$ cat src/rtl/alu_op_sequencer.sv
// alu_op_sequencer: valid/ready ALU front end with registered RESULT and ZF/CF/SF/OF/ILL flags.
// Define ALU_MUL_EN to build the multi-cycle shift-add multiplier; otherwise OP=111 reports ILL.
module alu_op_sequencer #(
  parameter int WIDTH = 6
) (
  input  logic             clk,
  input  logic             rst,
  input  logic             req_valid,
  output logic             req_ready,
  input  logic [2:0]       op,
  input  logic [WIDTH-1:0] a,
  input  logic [WIDTH-1:0] b,
  output logic             res_valid,
  input  logic             res_ready,
  output logic [WIDTH-1:0] result,
  output logic             zf,
  output logic             cf,
  output logic             sf,
  output logic             of,
  output logic             ill
);

  localparam logic [2:0] OP_ADD = 3'd0;
  localparam logic [2:0] OP_SUB = 3'd1;
  localparam logic [2:0] OP_AND = 3'd2;
  localparam logic [2:0] OP_OR  = 3'd3;
  localparam logic [2:0] OP_XOR = 3'd4;
  localparam logic [2:0] OP_SHL = 3'd5;
  localparam logic [2:0] OP_SHR = 3'd6;
  localparam logic [2:0] OP_MUL = 3'd7;

  typedef enum logic [1:0] {
    IDLE = 2'd0,
    EXEC = 2'd1,
    DONE = 2'd2
  } state_t;

  state_t           state_r;
  state_t           state_s;
  logic [2:0]       op_r;
  logic [WIDTH-1:0] a_r;
  logic [WIDTH-1:0] b_r;
  logic [WIDTH-1:0] result_r;
  logic             zf_r;
  logic             cf_r;
  logic             sf_r;
  logic             of_r;
  logic             ill_r;
  logic             res_valid_r;

  logic             accept_s;
  logic             exec_last_s;
  logic [WIDTH:0]   sum_s;
  logic [WIDTH:0]   diff_s;
  logic [WIDTH-1:0] alu_res_s;
  logic             alu_cf_s;
  logic             alu_of_s;
  logic             alu_ill_s;

  assign accept_s = (state_r == IDLE) && req_valid;
  assign sum_s    = {1'b0, a_r} + {1'b0, b_r};
  assign diff_s   = {1'b0, a_r} - {1'b0, b_r};

`ifdef ALU_MUL_EN
  localparam int CW = $clog2(WIDTH + 1);

  logic [CW-1:0]      cnt_r;
  logic [2*WIDTH-1:0] acc_r;
  logic [2*WIDTH-1:0] mcand_r;
  logic [WIDTH-1:0]   mplier_r;
  logic [2*WIDTH-1:0] acc_s;
  logic               mul_last_s;

  // Multiplier bits are consumed LSB first; the multiplicand walks left to weight each partial product.
  assign acc_s      = acc_r + (mplier_r[0] ? mcand_r : {(2*WIDTH){1'b0}});
  assign mul_last_s = (cnt_r == CW'(WIDTH - 1));

  // Shift-add multiplier state: one partial product per EXEC cycle
  always_ff @(posedge clk or posedge rst) begin
    if (rst) begin
      cnt_r    <= {CW{1'b0}};
      acc_r    <= {(2*WIDTH){1'b0}};
      mcand_r  <= {(2*WIDTH){1'b0}};
      mplier_r <= {WIDTH{1'b0}};
    end else if (accept_s) begin
      cnt_r    <= {CW{1'b0}};
      acc_r    <= {(2*WIDTH){1'b0}};
      mcand_r  <= {{WIDTH{1'b0}}, a};
      mplier_r <= b;
    end else if ((state_r == EXEC) && (op_r == OP_MUL)) begin
      cnt_r    <= cnt_r + CW'(1);
      acc_r    <= acc_s;
      mcand_r  <= mcand_r << 1;
      mplier_r <= mplier_r >> 1;
    end else begin
      cnt_r    <= cnt_r;
      acc_r    <= acc_r;
      mcand_r  <= mcand_r;
      mplier_r <= mplier_r;
    end
  end

  assign exec_last_s = (op_r != OP_MUL) || mul_last_s;
`else
  assign exec_last_s = 1'b1;
`endif

  // Operation decode on the latched operands
  always_comb begin
    alu_res_s = {WIDTH{1'b0}};
    alu_cf_s  = 1'b0;
    alu_of_s  = 1'b0;
    alu_ill_s = 1'b0;
    case (op_r)
      OP_ADD: begin
        alu_res_s = sum_s[WIDTH-1:0];
        alu_cf_s  = sum_s[WIDTH];
        alu_of_s  = (a_r[WIDTH-1] == b_r[WIDTH-1]) && (sum_s[WIDTH-1] != a_r[WIDTH-1]);
      end
      OP_SUB: begin
        alu_res_s = diff_s[WIDTH-1:0];
        alu_cf_s  = diff_s[WIDTH];
        alu_of_s  = (a_r[WIDTH-1] != b_r[WIDTH-1]) && (diff_s[WIDTH-1] != a_r[WIDTH-1]);
      end
      OP_AND: alu_res_s = a_r & b_r;
      OP_OR:  alu_res_s = a_r | b_r;
      OP_XOR: alu_res_s = a_r ^ b_r;
      OP_SHL: begin
        alu_res_s = {a_r[WIDTH-2:0], 1'b0};
        alu_cf_s  = a_r[WIDTH-1];
      end
      OP_SHR: begin
        alu_res_s = {1'b0, a_r[WIDTH-1:1]};
        alu_cf_s  = a_r[0];
      end
      OP_MUL: begin
`ifdef ALU_MUL_EN
        alu_res_s = acc_s[WIDTH-1:0];
        alu_cf_s  = |acc_s[2*WIDTH-1:WIDTH];
        alu_of_s  = |acc_s[2*WIDTH-1:WIDTH];
`else
        alu_ill_s = 1'b1;
`endif
      end
      default: alu_ill_s = 1'b1;
    endcase
  end

  // Next-state logic
  always_comb begin
    state_s = state_r;
    case (state_r)
      IDLE: begin
        if (req_valid) state_s = EXEC;
        else           state_s = IDLE;
      end
      EXEC: begin
        if (exec_last_s) state_s = DONE;
        else             state_s = EXEC;
      end
      DONE: begin
        if (res_valid_r && res_ready) state_s = IDLE;
        else                          state_s = DONE;
      end
      default: state_s = IDLE;
    endcase
  end

  // State, operand latch and result/flag registers
  always_ff @(posedge clk or posedge rst) begin
    if (rst) begin
      state_r     <= IDLE;
      op_r        <= 3'd0;
      a_r         <= {WIDTH{1'b0}};
      b_r         <= {WIDTH{1'b0}};
      result_r    <= {WIDTH{1'b0}};
      zf_r        <= 1'b0;
      cf_r        <= 1'b0;
      sf_r        <= 1'b0;
      of_r        <= 1'b0;
      ill_r       <= 1'b0;
      res_valid_r <= 1'b0;
    end else begin
      state_r <= state_s;
      if (accept_s) begin
        op_r <= op;
        a_r  <= a;
        b_r  <= b;
      end
      if ((state_r == EXEC) && exec_last_s) begin
        result_r <= alu_res_s;
        zf_r     <= ~|alu_res_s;
        sf_r     <= alu_res_s[WIDTH-1];
        cf_r     <= alu_cf_s;
        of_r     <= alu_of_s;
        ill_r    <= alu_ill_s;
      end
      // Valid is presented from the second DONE cycle and drops on the transfer edge.
      res_valid_r <= (state_r == DONE) && !(res_valid_r && res_ready);
    end
  end

  assign req_ready = (state_r == IDLE);
  assign res_valid = res_valid_r;
  assign result    = result_r;
  assign zf        = zf_r;
  assign cf        = cf_r;
  assign sf        = sf_r;
  assign of        = of_r;
  assign ill       = ill_r;

endmodule

$ cat config.mk
export PLATFORM = sky130hd
export DESIGN_NAME = alu_op_sequencer
export DESIGN_NICKNAME = d
export VERILOG_FILES = /design/src/rtl/alu_op_sequencer.sv
export SDC_FILE = /design/constraint.sdc
export NUM_CORES = 1
export LEC_CHECK = 0
export CELL_PAD_IN_SITES_DETAIL_PLACEMENT = 1
export CELL_PAD_IN_SITES_GLOBAL_PLACEMENT = 1
export CORE_UTILIZATION = 41
export DETAILED_ROUTE_END_ITERATION = 12
export PLACE_DENSITY_LB_ADDON = 0.1
export SLEW_MARGIN = 20
export SYNTH_ARGS = -nofsm -noshare
export SYNTH_HDL_FRONTEND = slang
export SYNTH_SLANG_ARGS = --single-unit
$ cat constraint.sdc
create_clock -name clk -period 3.3 [get_ports clk]
set_input_delay 0.495 -clock clk [delete_from_list [all_inputs] [get_ports clk]]
set_output_delay 0.495 -clock clk [all_outputs]
set_load 0.02 [all_outputs]
## Word-level counts from Yosys, hierarchy flattened

Index checks and enable logic that the tools add are counted.

- Input bits: 19
- Output and inout bits: 13
- Register bits: 29

- Muxes and demuxes: 7
- Bitwise operators: 3
- Equality and inequality tests: 13
- Reduce and logical (&&, ||, !) cells: 10
- Add/sub/neg operators: 2

Operators with widths:

| kind | number |
|---|---|
| one-hot mux 6 bit (7 select lines) | 1 |
| == test 3 bit, second input constant | 4 |
| adder 6 x 6 -> 7 bit | 1 |
| subtractor 6 x 6 -> 7 bit | 1 |
| bitwise AND 6 bit | 1 |
| == test 3 x 2 -> 1 bit, second input constant | 2 |
| OR 6 bit | 1 |
| one-hot mux 2 bit (3 select lines) | 1 |
| OR reduction 6 bit | 1 |
| bitwise XOR 6 bit | 1 |
| logical AND 1 bit | 5 |
| one-hot mux 1 bit (4 select lines) | 1 |
| == test 3 x 1 -> 1 bit, second input constant | 1 |
| logical NOT 3 bit | 1 |
| inequality test 1 bit | 3 |
| == test 2 x 1 -> 1 bit, second input constant | 1 |
| == test 2 bit, second input constant | 1 |
| logical NOT 1 bit | 2 |
| logical NOT 2 bit | 1 |
| two-way mux 1 bit | 2 |
| two-way mux 2 bit | 1 |
| one-hot mux 1 bit (2 select lines) | 1 |
| == test 1 bit | 1 |

## Depth between registers and ports, before layout

Gate-level depths: netlist (run 1).

- Depth after elaboration: 4
- Mapped depth: 9
- Depth with buffers taken out: 9

## Worst setup path before layout (run 1)

Ideal clock, no wire load.

- Path kind: flip-flop to flip-flop
- Start: register a_r[0]
- End: register zf_r, in the netlist zf
- Buffers on the path: 0
- Arrival time: 2.235 ns
- Path slack: 0.973 ns
- Setup time: 0.092 ns
- Stages on the path, launching flop included: 10
- Period minus slack after synthesis: 2.327 ns
- Path through: dfrtp_1 inv_1 ha_1 fa_1 xor2_1 a2111oi_2 o21a_1 o211ai_1 a211o_1 o31ai_2

- Longest elaborated chain between the ends: 4
- Elaborated cells on any way between the ends: 8
- Those cells by class: add/sub: 2; mux: 1; bitwise: 3; reduce/logical: 2

RTL lines:

| item | RTL line | source |
|---|---|---|
| start, declared | 41 | `logic [WIDTH-1:0] a_r;` |
| start signal, assigned | 174 | `a_r <= {WIDTH{1'b0}};` |
| subtractor 6 x 6 -> 7 bit (tied with other cells) | 62 | `assign diff_s = {1'b0, a_r} - {1'b0, b_r};` |
| one-hot mux 6 bit (7 select lines) * | 114 | `case (op_r)` |
| OR reduction 6 bit * | 192 | `zf_r <= ~\|alu_res_s;` |
| logical NOT 1 bit * | 192 |  |
| end signal, assigned | 192 |  |
| end, declared | 44 | `logic zf_r;` |

Every way passes the cells marked *; elsewhere a longest branch is shown, timed or not.
A chain may end at the register's enable or synchronous reset.

## Final worst setup path (run 1)

Same ends and word-level chain as after synthesis.

==> results of run 1 <==
==> per-layer routing <==
| layer | up-vias | share of wire | global-route usage |
|---|---|---|---|
| met3 | 7 | 0.017 | 0.0222 |
| met4 | 0 | 0.016 | 0.0654 |
| met2 | 27 | 0.47 | 0.350 |
| li1 | 851 | - | - |
| met5 | - | 0 | 0 |
| met1 | 828 | 0.50 | 0.291 |
==> cell type report <==
class,count,area [µm²]
multi-input combinational,165,1180
inverter,22,82.6
clock buffer,4,55.1
tap,67,83.8
fill,573,2330
timing repair buffer,33,325
sequential,28,701
==> cells in the mapped netlist, types with 3 or more instances <==
| library cell | number |
|---|---|
| nand2_1 | 29 |
| dfrtp_1 | 28 |
| inv_1 | 22 |
| o21ai_0 | 20 |
| ha_1 | 18 |
| nor2_1 | 10 |
| clkbuf_1 | 8 |
| a21oi_1 | 7 |
| a31oi_1 | 5 |
| nor2b_1 | 5 |
| nand2b_1 | 4 |
| a211oi_1 | 3 |
| a221oi_1 | 3 |
| a22o_1 | 3 |
| mux2i_1 | 3 |
| o21bai_1 | 3 |
| o31ai_1 | 3 |
==> registers in the layout (all words and copies together) (netlist names) <==
signal,count
b_r,6
of,1
a_r,6
op_r,3
state_r,2
cf,1
res_valid,1
ill,1
zf,1
result,6
==> cells by family (layout without fill, tap and decap cells) <==
group,Yosys count,count (layout),synth area share
adder cells (fa/ha/maj),20,20,0.130
flip-flops,28,28,0.343
XOR/XNOR,2,2,0.00859
AO/OA/AOI/OAI,71,71,0.244
multiplexers,7,7,0.0423
AND/OR/NAND/NOR,65,65,0.153
buffers and inverters,36,59,0.0785
==> path summary, 6_finish.rpt <==
check	slack (ns)	endpoint	startpoint	cells after the start
setup / recovery	0.74	zf	a_r[0]	9
hold reg to reg	0.48	res_valid	res_valid	1
max in group asynchronous	2.44	result[3]	rst	3
setup reg to reg	0.74	zf	a_r[0]	9
hold / removal	0.48	res_valid	res_valid	1
min in group asynchronous	0.58	state_r[0]	rst	3
==> metrics by stage <==
step                       util  power, mW  std cells
after floorplan               -       1.94        229
after global placement    0.499       2.39        315
after detailed placement  0.499       2.43        315
after CTS                 0.511       2.66        319
after global routing      0.511       2.90        319
final                     0.511       2.65        319
==> power by group <==
part / switching [mW] / total, mW / internal [mW]
clock network: 0.110 / 0.217 / 0.107
logic: 0.959 / 1.71 / 0.753
registers: 0.225 / 0.725 / 0.500
total: 1.29 / 2.65 / 1.36
==> impl_metrics.yaml, run 1 <==
status:
  status: "finished clean"
route:
  dr.pass1.iters: 4
  wirelength_um: 5010
  wire_per_inst_um: 15.7
  drc: 0
  num_vias: 1713
  antenna_left: 0
  drt-initial-drc-count: 75
  via_per_inst: 5.37
floorplanning:
  die_h_um: 72.6
  pin_count: 32
  fp-row-count: 25
  die-area_mm2: 0.00526
  core_region_area_mm2: 0.00475
  initial_core_util: 0.429
  die_w_um: 72.6
clock_network:
  clkTransAtPathRegs_ns: 0.10
  ctsLongestPathBuffers: 2
  tritoncts: "built"
  insertion_delay_ns: 0.28
  clock-sinks: 28
  clockRootBuffer: "clkbuf_8"
  cts_hold_buf: 0
  postCtsSetupBuffers: 0
  htreeDepth: 1
  cts_buffers: 3
  ctsResizeCount: 0
final_layout:
  antenna_cells: 0
  drive_gt1_frac: 0.0556
  area_delta_synth_final_pct: 18.9
  fin_nets: 292
  fin_area_mm2: 0.00243
  final_common_cell: "clkdlybuf4s50_1"
  final_cell_mix: "31 x clkdlybuf4s50_1, 29 x nand2_1, 28 x dfrtp_1"
grt:
  grtUsageTotal: 0.212
  grt_pass1_wl_um: 8590
  antenna_found_initial: 0
  grt_pass1_vias: 1764
  grt.overflow.total: 0
  grt_max_degree: 29
synthesis:
  post-synth-top-area-cell: "dfrtp_1"
  syn_area_mm2: 0.00204
  synth_edf_count: 0
  ys_top_cells_by_area: "dfrtp_1 34%, ha_1 11%, nand2_1 5.3%"
  async_reset_ff_frac: 1.00
  ys_seq_area_frac: 0.343
  netlist.area_leader.share: 0.343
  syn_area_per_cell_um2: 8.91
  synth_warnings: 0
  syn-num-nets: 268
  ys.flop_type: "dfrtp_1"
  netlist_instances: 229
  yosysUniqueCellTypes: 55
  synth_seq_cells: 28
flow_run:
  cap_violations: 0
sta:
  tightest_slew_ns: 0.864
  period_share: 0.777
  fin_setup_tns_ns: 0
  maxSlewViolCount: 0
  clock_skew_ns: 0.00682
  hold_viol: 0
  timing.final.crit_period_ns: 2.56
  max-slew-margin-rel: 0.424
  fmax_mhz: 390
  fin_ws_ns: 0.736
  grt_setup_unrepaired: "false"
  setup_violations: 0
  whs_ns: 0.483
min_path:
  hp-class: "register to register"
critical_path:
  path_max_fanout: 4
  max_stage_delay_ns: 0.41
  critical_path.cell_chain: "inv_1, ha_1, fa_1, xor2_1, a2111oi_2, o21a_1, o211ai_1, a211o_1, o31ai_2"
  startpoint_type: "register"
  crit_arrival_ns: 2.76
  critPathRequiredTime_ns: 3.49
  cp-end-kind: "register"
  cp_slowest_cell: "dfrtp_1"
  crit_type: "register to register"
  cp_top_family: "compound AO/OA/AOI/OAI gates"
  path_buf_inv: 1
place:
  dpl_cell_area_mm2: 0.00237
  pre_cts_ws_ns: 0.755
  io_buffers: 31
  hpwl_um: 3820
  gp_congestion: 0.814
power_and_ir_drop:
  power_density_mw_per_mm2: 1090
  peakVddDrop_mv: 0.539
  p_leak_nw: 1.06
(Power assumes the default switching activity.)
==> run 2, diff against run 1 <==
--- a/config.mk
+++ b/config.mk
@@ -7,7 +7,7 @@
 export LEC_CHECK = 0
 export CELL_PAD_IN_SITES_DETAIL_PLACEMENT = 1
 export CELL_PAD_IN_SITES_GLOBAL_PLACEMENT = 1
-export CORE_UTILIZATION = 41
+export CORE_UTILIZATION = 37
 export DETAILED_ROUTE_END_ITERATION = 12
 export PLACE_DENSITY_LB_ADDON = 0.1
 export SLEW_MARGIN = 20
==> constraint.sdc (replaced) <==
create_clock -name clk -period 2.25 [get_ports clk]
set_input_delay 0.3375 -clock clk [delete_from_list [all_inputs] [get_ports clk]]
set_output_delay 0.3375 -clock clk [all_outputs]
set_load 0.02 [all_outputs]
==> run 2 against run 1 <==
The run now ends with negative setup slack left. Clock skew barely moved. Utilization rose by 3.5 points. Non-clock buffer count increased by 35. Hold slack got worse by 0.059 ns. Register-to-register slack got worse by 0.80 ns. Critical path type unchanged. Critical endpoint unchanged. Largest cell class unchanged.
==> impl_metrics.yaml, run 2 (synthesized netlist as in run 1, its figures left out) <==
status:
  status: "complete, but fails checks"
  violations: "negative setup slack"
route:
  via_per_inst: 5.40
  drt-initial-drc-count: 78
  dr.pass1.iters: 4
  drc: 0
  wl_met3_um: 193
  dr_wl_met2_um: 2920
  top_layer: "met4"
  num_vias: 1927
  antenna_left: 0
  m1WireLength_um: 2750
  wirelength_um: 6010
  wire_per_inst_um: 16.8
power_and_ir_drop:
  power_density_mw_per_mm2: 1720
  peakVddDrop_mv: 0.780
  finalPower_mw: 4.89
  p_leak_nw: 1.24
critical_path:
  worstRegToRegCells: 9
  crit_type: "register to register"
  critical_path.cell_chain: "inv_2, ha_4, fa_2, xor2_2, a2111oi_4, o21a_1, o211ai_1, a211o_1, o31ai_2"
  r2r_end: "zf"
  crit_arrival_ns: 2.51
  rrSetupSlack_ns: -0.06
  cp-end-kind: "register"
  path_buf_inv: 1
  path_max_fanout: 3
  cp_top_family: "compound AO/OA/AOI/OAI gates"
  critPathRequiredTime_ns: 2.45
  rr_startpoint: "a_r[0]"
  max_stage_delay_ns: 0.44
  startpoint_type: "register"
  cp_slowest_cell: "dfrtp_1"
grt:
  grt_pass1_wl_um: 9570
  grt_pass1_vias: 1956
  antenna_found_initial: 0
  grt_max_degree: 29
  grtUsageTotal: 0.206
  grt.overflow.total: 0
clock_network:
  cts_buffers: 3
  tritoncts: "built"
  htreeDepth: 1
  clock-sinks: 28
  ctsLongestPathBuffers: 2
  clockRootBuffer: "clkbuf_8"
  clkTransAtPathRegs_ns: 0.11
  insertion_delay_ns: 0.28
place:
  pre_cts_ws_ns: -0.145
  io_buffers: 31
  placedCellCount: 347
  gp_congestion: 0.826
  hpwl_um: 4210
sta:
  grt_setup_unrepaired: "true"
  tightest_slew_ns: 0.517
  timing.final.crit_period_ns: 2.31
  period_share: 1.03
  fmax_mhz: 432
  clock_skew_ns: 0.00644
  setup_violations: 1
  fin_ws_ns: -0.0647
  max-slew-margin-rel: 0.655
  maxSlewViolCount: 0
  hold_viol: 0
final_layout:
  finalNonFillerCells: 357
  drive_gt1_frac: 0.251
  antenna_cells: 0
  seqCellArea_um2: 702
  final_common_cell: "buf_4"
  nFillCells: 602
  final_cell_mix: "36 x buf_4, 31 x clkdlybuf4s50_1, 29 x nand2_1"
  fin_nets: 327
  area_delta_synth_final_pct: 39.2
  multiInputGateArea_mm2: 0.00132
floorplanning:
  core_region_area_mm2: 0.00520
  pin_count: 32
  initial_core_util: 0.392
  die-area_mm2: 0.00582
  die_h_um: 76.3
  die_w_um: 76.3
  fp-row-count: 26
min_path:
  hp-class: "input pin to async pin"
flow_run:
  cap_violations: 0
==> run 2: worst max path at each step <==
stage                 from  endpoint  cells after the start
CTS                 b_r[0]        zf                      8
global placement    a_r[0]        zf                      9
floorplan           a_r[0]        zf                      9
finish              a_r[0]        zf                      9
global route        a_r[0]        zf                      9
detailed placement  a_r[0]        zf                      9
==> run 2: report_power, final <==
group          switching (mW)  internal (mW)
logic                    1.88           1.73
registers               0.214          0.737
clock network           0.170          0.157
==> run 2: worst min-delay path, stage by stage <==
cell and delay, ns:
clkdlybuf4s50_1 0.40, inv_1 0.05, buf_4 0.34
==> run 2: area by class of cell <==
| class | count | share of cell area |
|---|---|---|
| Clock buffer | 4 | 0.0194 |
| Sequential cell | 28 | 0.247 |
| Tap cell | 70 | 0.0308 |
| Multi-Input combinational cell | 165 | 0.465 |
| Timing Repair Buffer | 68 | 0.208 |
| Inverter | 22 | 0.0291 |
==> run 2: what timing repair did <==
action,in CTS,in global routing
setup endpoints to repair,3,5
hold buffers,0,0
pin swaps,6,9
gates resized for setup,10,17
buffers inserted,4,2
==> run 2: layer usage <==
layer,global-route usage,vias to the layer above
li1,-,921
met1,0.276,943
met3,0.0180,14
met4,0.0577,0
met2,0.355,49
met5,0,-
==> run 2: metrics by stage <==
| stage | TNS, ns | hold slack, ns | utilization | cell area (µm²) |
|---|---|---|---|---|
| after floorplan | 0 | 0.403 | - | 2040 |
| after global placement | -0.0837 | 0.457 | 0.499 | 2600 |
| after detailed placement | -0.170 | 0.464 | 0.499 | 2600 |
| after CTS | -0.130 | 0.432 | 0.523 | 2720 |
| after global routing | -0.188 | 0.447 | 0.546 | 2840 |
| final | -0.0647 | 0.424 | 0.546 | 2840 |
==> run 3, diff against run 2 <==
--- a/config.mk
+++ b/config.mk
@@ -7,8 +7,9 @@
 export LEC_CHECK = 0
 export CELL_PAD_IN_SITES_DETAIL_PLACEMENT = 1
 export CELL_PAD_IN_SITES_GLOBAL_PLACEMENT = 1
-export CORE_UTILIZATION = 37
+export CORE_UTILIZATION = 30
 export DETAILED_ROUTE_END_ITERATION = 12
+export MAX_ROUTING_LAYER = met4
 export PLACE_DENSITY_LB_ADDON = 0.1
 export SLEW_MARGIN = 20
 export SYNTH_ARGS = -nofsm -noshare
==> run 3 against run 2 <==
Critical endpoint unchanged. Sequential share of layout area about the same. The run ends with design-rule violations, negative setup slack left. Total power is 1.9% lower. Cell count is 1.7% higher.
==> impl_metrics.yaml, run 3 (synthesized netlist as in run 1, its figures left out) <==
critical_path:
  startpoint_type: "register"
  critPathRequiredTime_ns: 2.46
  critical_path.cell_chain: "ha_2, inv_1, fa_2, or2_2, a32oi_2, o21a_1, o211ai_1, a211o_1, o31ai_2"
  worstRegToRegCells: 9
  cp_slowest_cell: "dfrtp_1"
  path_max_fanout: 3
  crit_type: "register to register"
  r2r_end: "zf"
  crit_arrival_ns: 2.48
  cp-end-kind: "register"
  rr_startpoint: "b_r[0]"
  max_stage_delay_ns: 0.43
  cp_top_family: "compound AO/OA/AOI/OAI gates"
  path_buf_inv: 1
  startpoint: "b_r[0]"
  rrSetupSlack_ns: -0.02
place:
  io_buffers: 31
  hpwl_um: 4540
  gp_congestion: 0.798
  dpl_cell_area_mm2: 0.00265
  placedCellCount: 358
final_layout:
  seqCellArea_um2: 701
  final_core_util: 0.439
  fin_area_mm2: 0.00283
  final_cell_mix: "35 x buf_4, 31 x clkdlybuf4s50_1, 29 x nand2_1"
  finalNonFillerCells: 363
  area_delta_synth_final_pct: 38.9
  nFillCells: 762
  multiInputGateArea_mm2: 0.00129
  drive_gt1_frac: 0.238
  antenna_cells: 0
  final_common_cell: "buf_4"
  fin_nets: 326
sta:
  period_share: 1.01
  fin_ws_ns: -0.0223
  hold_viol: 0
  clock_skew_ns: 0.00523
  fin_setup_tns_ns: -0.0223
  timing.final.crit_period_ns: 2.27
  whs_ns: 0.409
  grt_setup_unrepaired: "true"
  max-slew-margin-rel: 0.714
  maxSlewViolCount: 0
  setup_violations: 1
  tightest_slew_ns: 0.427
  fmax_mhz: 440
status:
  violations: "design-rule violations, negative setup slack"
  status: "complete, but fails checks"
clock_network:
  clock-sinks: 28
  ctsLongestPathBuffers: 2
  insertion_delay_ns: 0.29
  htreeDepth: 1
  tritoncts: "built"
  clockRootBuffer: "clkbuf_8"
  cts_buffers: 3
  clkTransAtPathRegs_ns: 0.11
floorplanning:
  pin_count: 32
  fp-row-count: 29
  die_h_um: 84.5
  die_w_um: 84.5
  initial_core_util: 0.316
  die-area_mm2: 0.00714
  core_region_area_mm2: 0.00646
power_and_ir_drop:
  peakVddDrop_mv: 0.554
  power_density_mw_per_mm2: 1690
  p_leak_nw: 1.24
grt:
  grt_pass1_vias: 2035
  antenna_found_initial: 0
  grt.overflow.total: 0
  grtUsageTotal: 0.182
  grt_pass1_wl_um: 10000
  grt_max_degree: 29
min_path:
  hp-class: "input pin to async pin"
route:
  drt-initial-drc-count: 83
  num_vias: 1863
  m1WireLength_um: 2810
  dr.pass1.iters: 11
  wl_met3_um: 183
  drc: 2
  wire_per_inst_um: 16.0
  antenna_left: 0
  dr_wl_met2_um: 2740
  via_per_inst: 5.13
  wirelength_um: 5800
  top_layer: "met4"
flow_run:
  cap_violations: 0
==> run 3: changes by cell type in the layout (fill, tap and decap cells not counted), sizes merged <==
cell / change
clkbuf: -1
buf: -1
bufinv: +1
==> run 3: area by class of cell <==
cell class | count | area share
repair buffers | 67 | 0.209
flip-flops and latches | 28 | 0.247
multi-input cells | 165 | 0.455
well taps | 77 | 0.0340
inverters | 22 | 0.0291
clock inverters | 1 | 0.0106
clock buffers | 3 | 0.0146
==> run 3: what timing repair did <==
action	4_1_cts	5_1_grt
gates resized for setup	5	18
cloned	0	0
hold buffers	0	0
setup endpoints to repair	2	5
pin swaps	5	7
endpoints found under the hold margin	0	0
setup buffers	1	0
==> run 3: worst max-delay path by stage <==
stage	end	slack [ns]	cells after the start
3_5_place_dp	zf	-0.15	9
6_report	zf	-0.02	9
4_1_cts	zf	-0.10	9
5_1_grt	zf	-0.11	9
3_3_place_gp	zf	-0.08	9
2_1_floorplan	zf	0.009	9
==> run 3: layer usage <==
metal,global-route usage,vias up
met3,0.0256,6
met2,0.304,38
met4,0.0277,0
met1,0.239,901
li1,-,918
met5,-,-
==> run 3: power breakdown <==
part | switching, mW | internal [mW]
registers | 0.186 | 0.736
clock network | 0.182 | 0.239
logic | 1.81 | 1.65
==> run 3: worst min-delay path: cells and delay by family <==
family	cells	cell delay (ns)
buf+inv	3	0.78
==> run 3: metrics by stage <==
stage | total power [mW] | setup WS (ns)
3_5_place_dp | 4.13 | -0.146
6_report | 4.80 | -0.0223
5_1_grt | 5.24 | -0.115
4_1_cts | 4.64 | -0.102
2_1_floorplan | 2.85 | 0.00946
3_3_place_gp | 4.07 | -0.0775
